===== config.mk =====
export PLATFORM = sky130hd
export DESIGN_NAME = ls_mem_ctrl
export DESIGN_NICKNAME = d
export VERILOG_FILES = /design/src/rtl/ls_mem_ctrl.sv
export SDC_FILE = /design/constraint.sdc
export NUM_CORES = 1
export LEC_CHECK = 0
export BUFFER_PORTS_ARGS = -buffer_cell sky130_fd_sc_hd__buf_2
export CAP_MARGIN = 0
export CORE_MARGIN = 2
export CORE_UTILIZATION = 35
export CTS_BUF_LIST = sky130_fd_sc_hd__clkbuf_8
export CTS_CLUSTER_SIZE = 25
export DETAILED_ROUTE_END_ITERATION = 8
export GPL_ROUTABILITY_DRIVEN = 0
export SLEW_MARGIN = 20
export SYNTH_ARGS = -nofsm -noshare
export SYNTH_HDL_FRONTEND = slang
export SYNTH_SLANG_ARGS = --single-unit

===== constraint.sdc =====
create_clock -name clk_in -period 3.2 [get_ports clk_in]
set_clock_uncertainty 0.2 [all_clocks]
set_input_delay 0 -clock clk_in [delete_from_list [all_inputs] [get_ports clk_in]]
set_output_delay 0 -clock clk_in [all_outputs]
set_load 0.01 [all_outputs]

===== src/rtl/ls_mem_ctrl.sv =====
// Data-side memory responder: serialises one LSB load/store into little-endian
// byte accesses on the 8-bit RAM port and returns a one-cycle done pulse.
//
// state | meaning
// IDLE  | waiting for activate_in
// READ  | issuing byte addresses and capturing returned bytes
// WRITE | writing one byte per cycle (I/O stores stall on a full buffer)
// DONE  | completion pulse carrying the extended load value
module ls_mem_ctrl #(
   parameter logic [31:0] IO_BASE = 32'h0003_0000,
   parameter int          RD_LAT  = 1
) (
   input  logic        clk_in,
   input  logic        rst_in,
   input  logic        rdy_in,
   input  logic        activate_in,
   input  logic        r_nw_in,
   input  logic [2:0]  type_in,
   input  logic [31:0] ls_addr_in,
   input  logic [31:0] st_val_in,
   output logic [31:0] ld_val_out,
   output logic        ls_done_out,
   input  logic [7:0]  mem_din,
   output logic [7:0]  mem_dout,
   output logic [31:0] mem_a,
   output logic        mem_wr,
   input  logic        io_buffer_full
);

   if (RD_LAT != 1) begin : g_rd_lat_check
      $error("ls_mem_ctrl supports RD_LAT == 1 only");
   end

   typedef enum logic [1:0] {S_IDLE, S_READ, S_WRITE, S_DONE} state_t;

   state_t      state, state_nx;
   logic [31:0] addr_q, st_val_q, data_q;
   logic [2:0]  type_q;
   logic        r_nw_q;
   logic [2:0]  len_q, issue_q, cap_q;
   logic        pend_q, rewind_q;

   logic        is_io, wr_go, last_cap;
   logic [2:0]  rd_idx;
   logic [31:0] st_shift, ext_val;

   assign is_io    = (addr_q[17:16] == IO_BASE[17:16]);
   assign rd_idx   = rewind_q ? cap_q : issue_q;
   assign st_shift = st_val_q >> {issue_q[1:0], 3'b000};
   assign wr_go    = (state == S_WRITE) && rdy_in && !(is_io && io_buffer_full);
   assign last_cap = pend_q && !rewind_q && (cap_q == len_q - 3'd1);

   always_comb begin
      ext_val = 32'd0;
      case (type_q[1:0])
         2'b00:   ext_val = data_q;
         2'b01:   ext_val = {{16{type_q[2] & data_q[15]}}, data_q[15:0]};
         2'b10:   ext_val = {{24{type_q[2] & data_q[7]}}, data_q[7:0]};
         default: ext_val = 32'd0;
      endcase
   end

   always_comb begin
      state_nx    = state;
      mem_wr      = 1'b0;
      mem_a       = 32'd0;
      mem_dout    = 8'd0;
      ls_done_out = 1'b0;
      ld_val_out  = 32'd0;
      case (state)
         S_IDLE: begin
            if (activate_in) begin
               if (type_in[1:0] == 2'b11) state_nx = S_DONE;
               else if (r_nw_in)          state_nx = S_READ;
               else                       state_nx = S_WRITE;
            end
         end
         S_READ: begin
            if (rd_idx < len_q) mem_a = addr_q + {29'd0, rd_idx};
            if (last_cap) state_nx = S_DONE;
         end
         S_WRITE: begin
            mem_a    = addr_q + {29'd0, issue_q};
            mem_dout = st_shift[7:0];
            mem_wr   = wr_go;
            if (wr_go && (issue_q == len_q - 3'd1)) state_nx = S_DONE;
         end
         S_DONE: begin
            ls_done_out = 1'b1;
            ld_val_out  = r_nw_q ? ext_val : 32'd0;
            state_nx    = S_IDLE;
         end
         default: state_nx = S_IDLE;
      endcase
      if (!rdy_in) state_nx = state;
   end

   always_ff @(posedge clk_in) begin
      if (rst_in) state <= S_IDLE;
      else        state <= state_nx;
   end

   // A pause inside READ loses the byte in flight; rewind_q re-presents the
   // oldest uncaptured address on the first ready cycle.
   always_ff @(posedge clk_in) begin
      if (rst_in) begin
         addr_q   <= 32'd0;
         st_val_q <= 32'd0;
         data_q   <= 32'd0;
         type_q   <= 3'd0;
         r_nw_q   <= 1'b0;
         len_q    <= 3'd0;
         issue_q  <= 3'd0;
         cap_q    <= 3'd0;
         pend_q   <= 1'b0;
         rewind_q <= 1'b0;
      end else if (!rdy_in) begin
         if (state == S_READ) rewind_q <= 1'b1;
      end else begin
         case (state)
            S_IDLE: begin
               if (activate_in) begin
                  addr_q   <= ls_addr_in;
                  st_val_q <= st_val_in;
                  type_q   <= type_in;
                  r_nw_q   <= r_nw_in;
                  data_q   <= 32'd0;
                  issue_q  <= 3'd0;
                  cap_q    <= 3'd0;
                  pend_q   <= 1'b0;
                  rewind_q <= 1'b0;
                  case (type_in[1:0])
                     2'b00:   len_q <= 3'd4;
                     2'b01:   len_q <= 3'd2;
                     2'b10:   len_q <= 3'd1;
                     default: len_q <= 3'd0;
                  endcase
               end
            end
            S_READ: begin
               if (rewind_q) begin
                  issue_q  <= cap_q + 3'd1;
                  pend_q   <= 1'b1;
                  rewind_q <= 1'b0;
               end else begin
                  if (pend_q) begin
                     case (cap_q[1:0])
                        2'd0: data_q[7:0]   <= mem_din;
                        2'd1: data_q[15:8]  <= mem_din;
                        2'd2: data_q[23:16] <= mem_din;
                        2'd3: data_q[31:24] <= mem_din;
                        default: ;
                     endcase
                     cap_q <= cap_q + 3'd1;
                  end
                  if (issue_q < len_q) begin
                     issue_q <= issue_q + 3'd1;
                     pend_q  <= 1'b1;
                  end else begin
                     pend_q  <= 1'b0;
                  end
               end
            end
            S_WRITE: if (wr_go) issue_q <= issue_q + 3'd1;
            default: ;
         endcase
      end
   end

endmodule


Word-level counts from Yosys, hierarchy flattened
Index checks and enable logic that the tools add are counted.
{"block": "word_totals", "in_bits": 81, "latchBits": 0, "regBits": 113, "romBits": 0, "ramBits": 0, "wordCells": 114, "n_memories": 0}
{"block": "classes", "n_addsub": 5, "bitwise": 2, "reduce_logical": 25, "n_mux": 39, "div_mod_pow": 0, "n_shift": 1, "n_eq_ne": 26, "multipliers": 0, "magnitude_cmp": 2}
{"cell": "$mux 32", "n": 6}
{"cell": "$pmux 32 s2", "n": 2}
{"cell": "$pmux 32 s3", "n": 1}
{"cell": "$add 32x3->32", "n": 2}
{"cell": "$mux 8", "n": 5}
{"cell": "$shr 32x5->8", "n": 1}
{"cell": "$reduce_and 6->1", "n": 4}
{"cell": "$mux 3", "n": 7}
{"cell": "$pmux 3 s3", "n": 2}
{"cell": "$eq 2x2->1 const B", "n": 8}
{"cell": "$mux 2", "n": 5}
{"cell": "$ne 2x1->1 const B", "n": 5}
{"cell": "$ne 2x2->1 const B", "n": 5}
{"cell": "$reduce_and 5->1", "n": 2}
{"cell": "$reduce_and 3->1", "n": 3}
{"cell": "$eq 2x1->1 const B", "n": 4}
{"cell": "$logic_not 2->1", "n": 4}
{"cell": "$pmux 2 s4", "n": 1}
{"cell": "$mux 1", "n": 7}
{"cell": "$add 3x1->3 const B", "n": 2}
{"cell": "$eq 3x3->1", "n": 2}
{"cell": "$logic_and 1x1->1", "n": 6}
{"cell": "$lt 3x3->1", "n": 2}
{"cell": "$pmux 3 s2", "n": 1}
{"cell": "other kinds (9)", "n": 13}

Longest topological paths before layout
{"block": "logic_depth", "word_depth": 7, "mapped_depth": 11, "ltp_nobuf": 10}

Least setup slack after synthesis
Ideal clock, no wire load.
{"block": "synth_path", "path_type": "register to output", "startpoint": "reg issue_q[1]", "endpoint": "out mem_a[26]", "path_stages_with_launch": 10, "slack_ps": -85, "arrival_time_ps": 3085, "path_buffers": 1, "path_cell_list": "dfxtp_1 -> clkbuf_1 -> inv_1 -> o21a_1 -> fa_1 -> nand2b_1 -> a2111oi_1 -> a22o_1 -> nand2_1 -> o41ai_1"}
{"block": "synth_between", "elab_chain_cells": 4, "elab_cells_between_ends": 6}
{"item": "start, declared", "line": "40", "rtl": "logic [2:0] len_q, issue_q, cap_q;"}
{"item": "start signal, assigned", "line": "142", "rtl": "issue_q <= cap_q + 3'd1;"}
{"item": "start signal, assigned", "line": "157", "rtl": "issue_q <= issue_q + 3'd1;"}
{"item": "start signal, assigned", "line": "164", "rtl": "S_WRITE: if (wr_go) issue_q <= issue_q + 3'd1;"}
{"item": "$mux 3", "line": "48", "rtl": "assign rd_idx = rewind_q ? cap_q : issue_q;"}
{"item": "$add 32x3->32 or $lt 3x3->1 (tied branches)", "line": "79", "rtl": "if (rd_idx < len_q) mem_a = addr_q + {29'd0, rd_idx};"}
{"item": "$mux 32", "line": "79"}
{"item": "$pmux 32 s2 (*)", "line": "70", "rtl": "case (state)"}
{"item": "end, declared", "line": "25", "rtl": "output logic [31:0] mem_a,"}
Every way passes the cells marked *; elsewhere a longest branch is shown, timed or not.

Worst setup path after layout
{"block": "layout_path", "startpoint": "reg addr_q[3]", "endpoint": "out mem_a[27]"}
{"block": "layout_between", "elab_chain_cells": 3, "elab_cells_between_ends": 4}
{"item": "start, declared", "line": "37", "rtl": "logic [31:0] addr_q, st_val_q, data_q;"}
{"item": "start signal, assigned", "line": "123", "rtl": "addr_q <= ls_addr_in;"}
{"item": "$add 32x3->32", "line": "79"}
{"item": "$mux 32", "line": "79"}
{"item": "$pmux 32 s2 (*)", "line": "70"}
Marks and branches as above.

==> results.py <==
metrics = {
    "status": {
        "status": "complete, no violations",
    },
    "route": {
        "vias_per_cell": 5.28,
        "drc": 0,
        "drt_pass1_iterations": 5,
        "wl_per_cell_microns": 16.2,
        "vias": 7413,
        "routed_wl_microns": 22800,
        "drtAntennaViolNets": 0,
        "drt-initial-drc-count": 514,
    },
    "sta": {
        "setup_slack_ns": 0.117,
        "hold_viol": 0,
        "rsz0062_at_grt": "true",
        "relSlewSlack_pct": 37.2,
        "min_period_ns": 3.08,
        "period_share_pct": 96.4,
        "fmax_mhz": 324,
        "setup_viol_count_final": 0,
        "final-max-slew-violation-count": 0,
        "worst_pin_slew_ns": 0.942,
    },
    "power_and_ir_drop": {
        "p_per_area_mw_per_mm2": 446,
        "p_leak_nw": 3.93,
        "peakVddDrop_v": 0.000276,
        "power.total_mw": 4.31,
    },
    "final_layout": {
        "diodes": 0,
        "final_nets": 1262,
        "drive_gt1_share_pct": 22.4,
        "seqCellArea_sq_mm": 0.00227,
        "fill_cells": 1853,
        "area.growth.synth_to_final_pct": 44.0,
        "final_util_pct": 51.4,
        "multi_input_area_sq_mm": 0.00423,
    },
    "setup_path": {
        "critPathRequiredTime_ns": 3.00,
        "reg2reg_from": "state[0]",
        "cp-end-kind": "output pin",
        "cp-start-kind": "register",
        "cp.arrival_ns": 2.88,
        "setup.worst_path.class": "register to output pin",
        "cp-startpoint": "addr_q[3]",
        "critPathMaxFanout": 10,
    },
    "synth": {
        "ys_warn_count": 0,
        "synth_edf_count": 0,
        "synth_simple_gate_area_share_pct": 25.7,
        "avgSynthCellArea_sq_um": 7.64,
        "netlist_area_sq_mm": 0.00671,
        "synth_area_leader_cell": "dfxtp_1",
        "synthTopCellsByArea": "dfxtp_1 34%, a21oi_1 10%, nand2_1 10%, mux2i_1 5.4%, ha_1 3.9%",
        "synth_nets": 982,
        "muxShareOfSynthArea_pct": 8.23,
        "synth_flop_cell": "dfxtp_1",
        "synth.top_cells.by_count": "184 x nand2_1, 138 x a21oi_1, 113 x dfxtp_1",
        "synth_top_family_by_area": "simple AND/OR/NAND/NOR gates",
        "syn-instance-count": 878,
        "async_reset_ff_share_pct": 0,
        "synth_compound_area_share_pct": 22.1,
        "ys_ff_latch": 113,
        "ys_seq_area_share_pct": 33.7,
        "synthDominantCellAreaShare_pct": 33.7,
        "synth.most_common_cell": "nand2_1",
        "ys_types": 61,
        "synth_xor_area_share_pct": 1.18,
        "synthAdderAreaFrac_pct": 4.52,
    },
    "clock_tree": {
        "cts_buffer_depth": 2,
        "cts_made_buffers": 17,
        "cts_tree": "yes",
        "clock_sinks": 113,
        "path_clk_slew_ns": 0.08,
        "htreeDepth": 4,
        "clk_latency_ns": 0.45,
        "root_buffer": "clkbuf_8",
    },
    "hold_path": {
        "hold_path_startpoint": "ls_addr_in[11]",
        "hold_path_class": "primary input to register",
    },
    "global_routing": {
        "grt_remaining_overflow": 0,
        "grt_max_degree": 85,
        "globalRouteTotalUtil_pct": 22.5,
        "grt_pass1_wl_microns": 36400,
        "antenna_found_initial": 0,
        "grt_pass1_vias": 7054,
    },
    "placed_design": {
        "portBuffers": 154,
        "place_ws_ns": 0.153,
        "hpwlAfterDp_microns": 14800,
    },
    "floorplanning": {
        "num_rows": 50,
        "die_h_microns": 142,
        "core_sq_mm": 0.0188,
        "start_util_pct": 35.7,
        "dieArea_sq_mm": 0.0203,
        "chipWidth_microns": 142,
        "io_pins": 155,
    },
    "run": {
        "maxCapViolCount": 0,
    },
}
per-layer routing:
layer  GRT usage, %  share of wire, %  up-vias
li1               -                 -     3656
met1           28.9                44     3467
met2           38.4                49      261
met3           4.21               5.9       29
met4           6.83               1.7        0
met5              0                 0        -
area by class of cell:
class	instances	area share, %
Multi-Input combinational cell	686	43.8
Inverter	20	0.778
Tap cell	234	3.03
Clock inverter	15	1.93
Timing Repair Buffer	320	24.5
Sequential cell	113	23.5
Clock buffer	17	2.42
sequential cells by signal (all words and copies together), names as in the netlist:
name      cells
addr_q       32
data_q       32
st_val_q     32
cap_q         3
issue_q       3
len_q         3
type_q        3
state         2
pend_q        1
r_nw_q        1
rewind_q      1
power by group:
group | total [mW] | switching (mW) | internal, mW
registers | 1.62 | 0.110 | 1.51
clock network | 1.47 | 0.744 | 0.730
logic | 1.22 | 0.698 | 0.518
total | 4.31 | 1.55 | 2.75
cell usage in the layout, fill, tap and decap left out, types with 13 or more instances in the layout:
cell,instances
nand2_1,184
buf_2,153
a21oi_1,135
dlygate4sd3_1,131
dfxtp_1,108
nor2_1,57
mux2i_1,36
buf_4,34
and2_1,28
o21ai_0,22
ha_1,19
inv_1,18
clkbuf_8,17
nor3_1,14
a31oi_1,14
nand2b_1,14
nand4_1,13
path summary, 6_finish.rpt:
path                  to  slack, ns  cells past startpoint
min reg2reg  st_val_q[7]       0.27                      2
min           addr_q[11]       0.14                      4
max reg2reg  st_val_q[6]       0.40                      7
max            mem_a[27]       0.12                      5
through the flow:
stage / hold slack (ns) / std cells / TNS, ns / area [sq um]
CTS: 0.112 / 1400 / 0 / 9540
global placement: 0.0445 / 1236 / 0 / 7770
floorplan: -0.0640 / 878 / 0 / 6710
global route: 0.132 / 1405 / -0.0353 / 9650
detailed placement: 0.0481 / 1236 / 0 / 7770
finish: 0.137 / 1405 / 0 / 9650
repair_timing:
item | 4_1_cts | 5_1_grt
hold buffers | 131 | 0
pin swaps | 3 | 6
endpoints found under the hold margin | 112 | 0
gates resized for setup | 10 | 18
setup buffers | 1 | 5
setup endpoints to repair | 24 | 24
worst max-delay path, stage by stage, from the launching register on:
cell and delay [ns]:
dfxtp_1 0.57, nand4_4 0.25, or4_1 0.72, or4_1 0.54, a31oi_1 0.20, buf_2 0.16
cells by family after synthesis:
logic type	after synthesis
DFF	113
xor gates and xnor gates	9
adders and majority gates	23
and+or+nand+nor	364
muxes	45
AOI/OAI and AO/OA	245
buffers and inverters	79
Power figures use the tool's default switching activity.
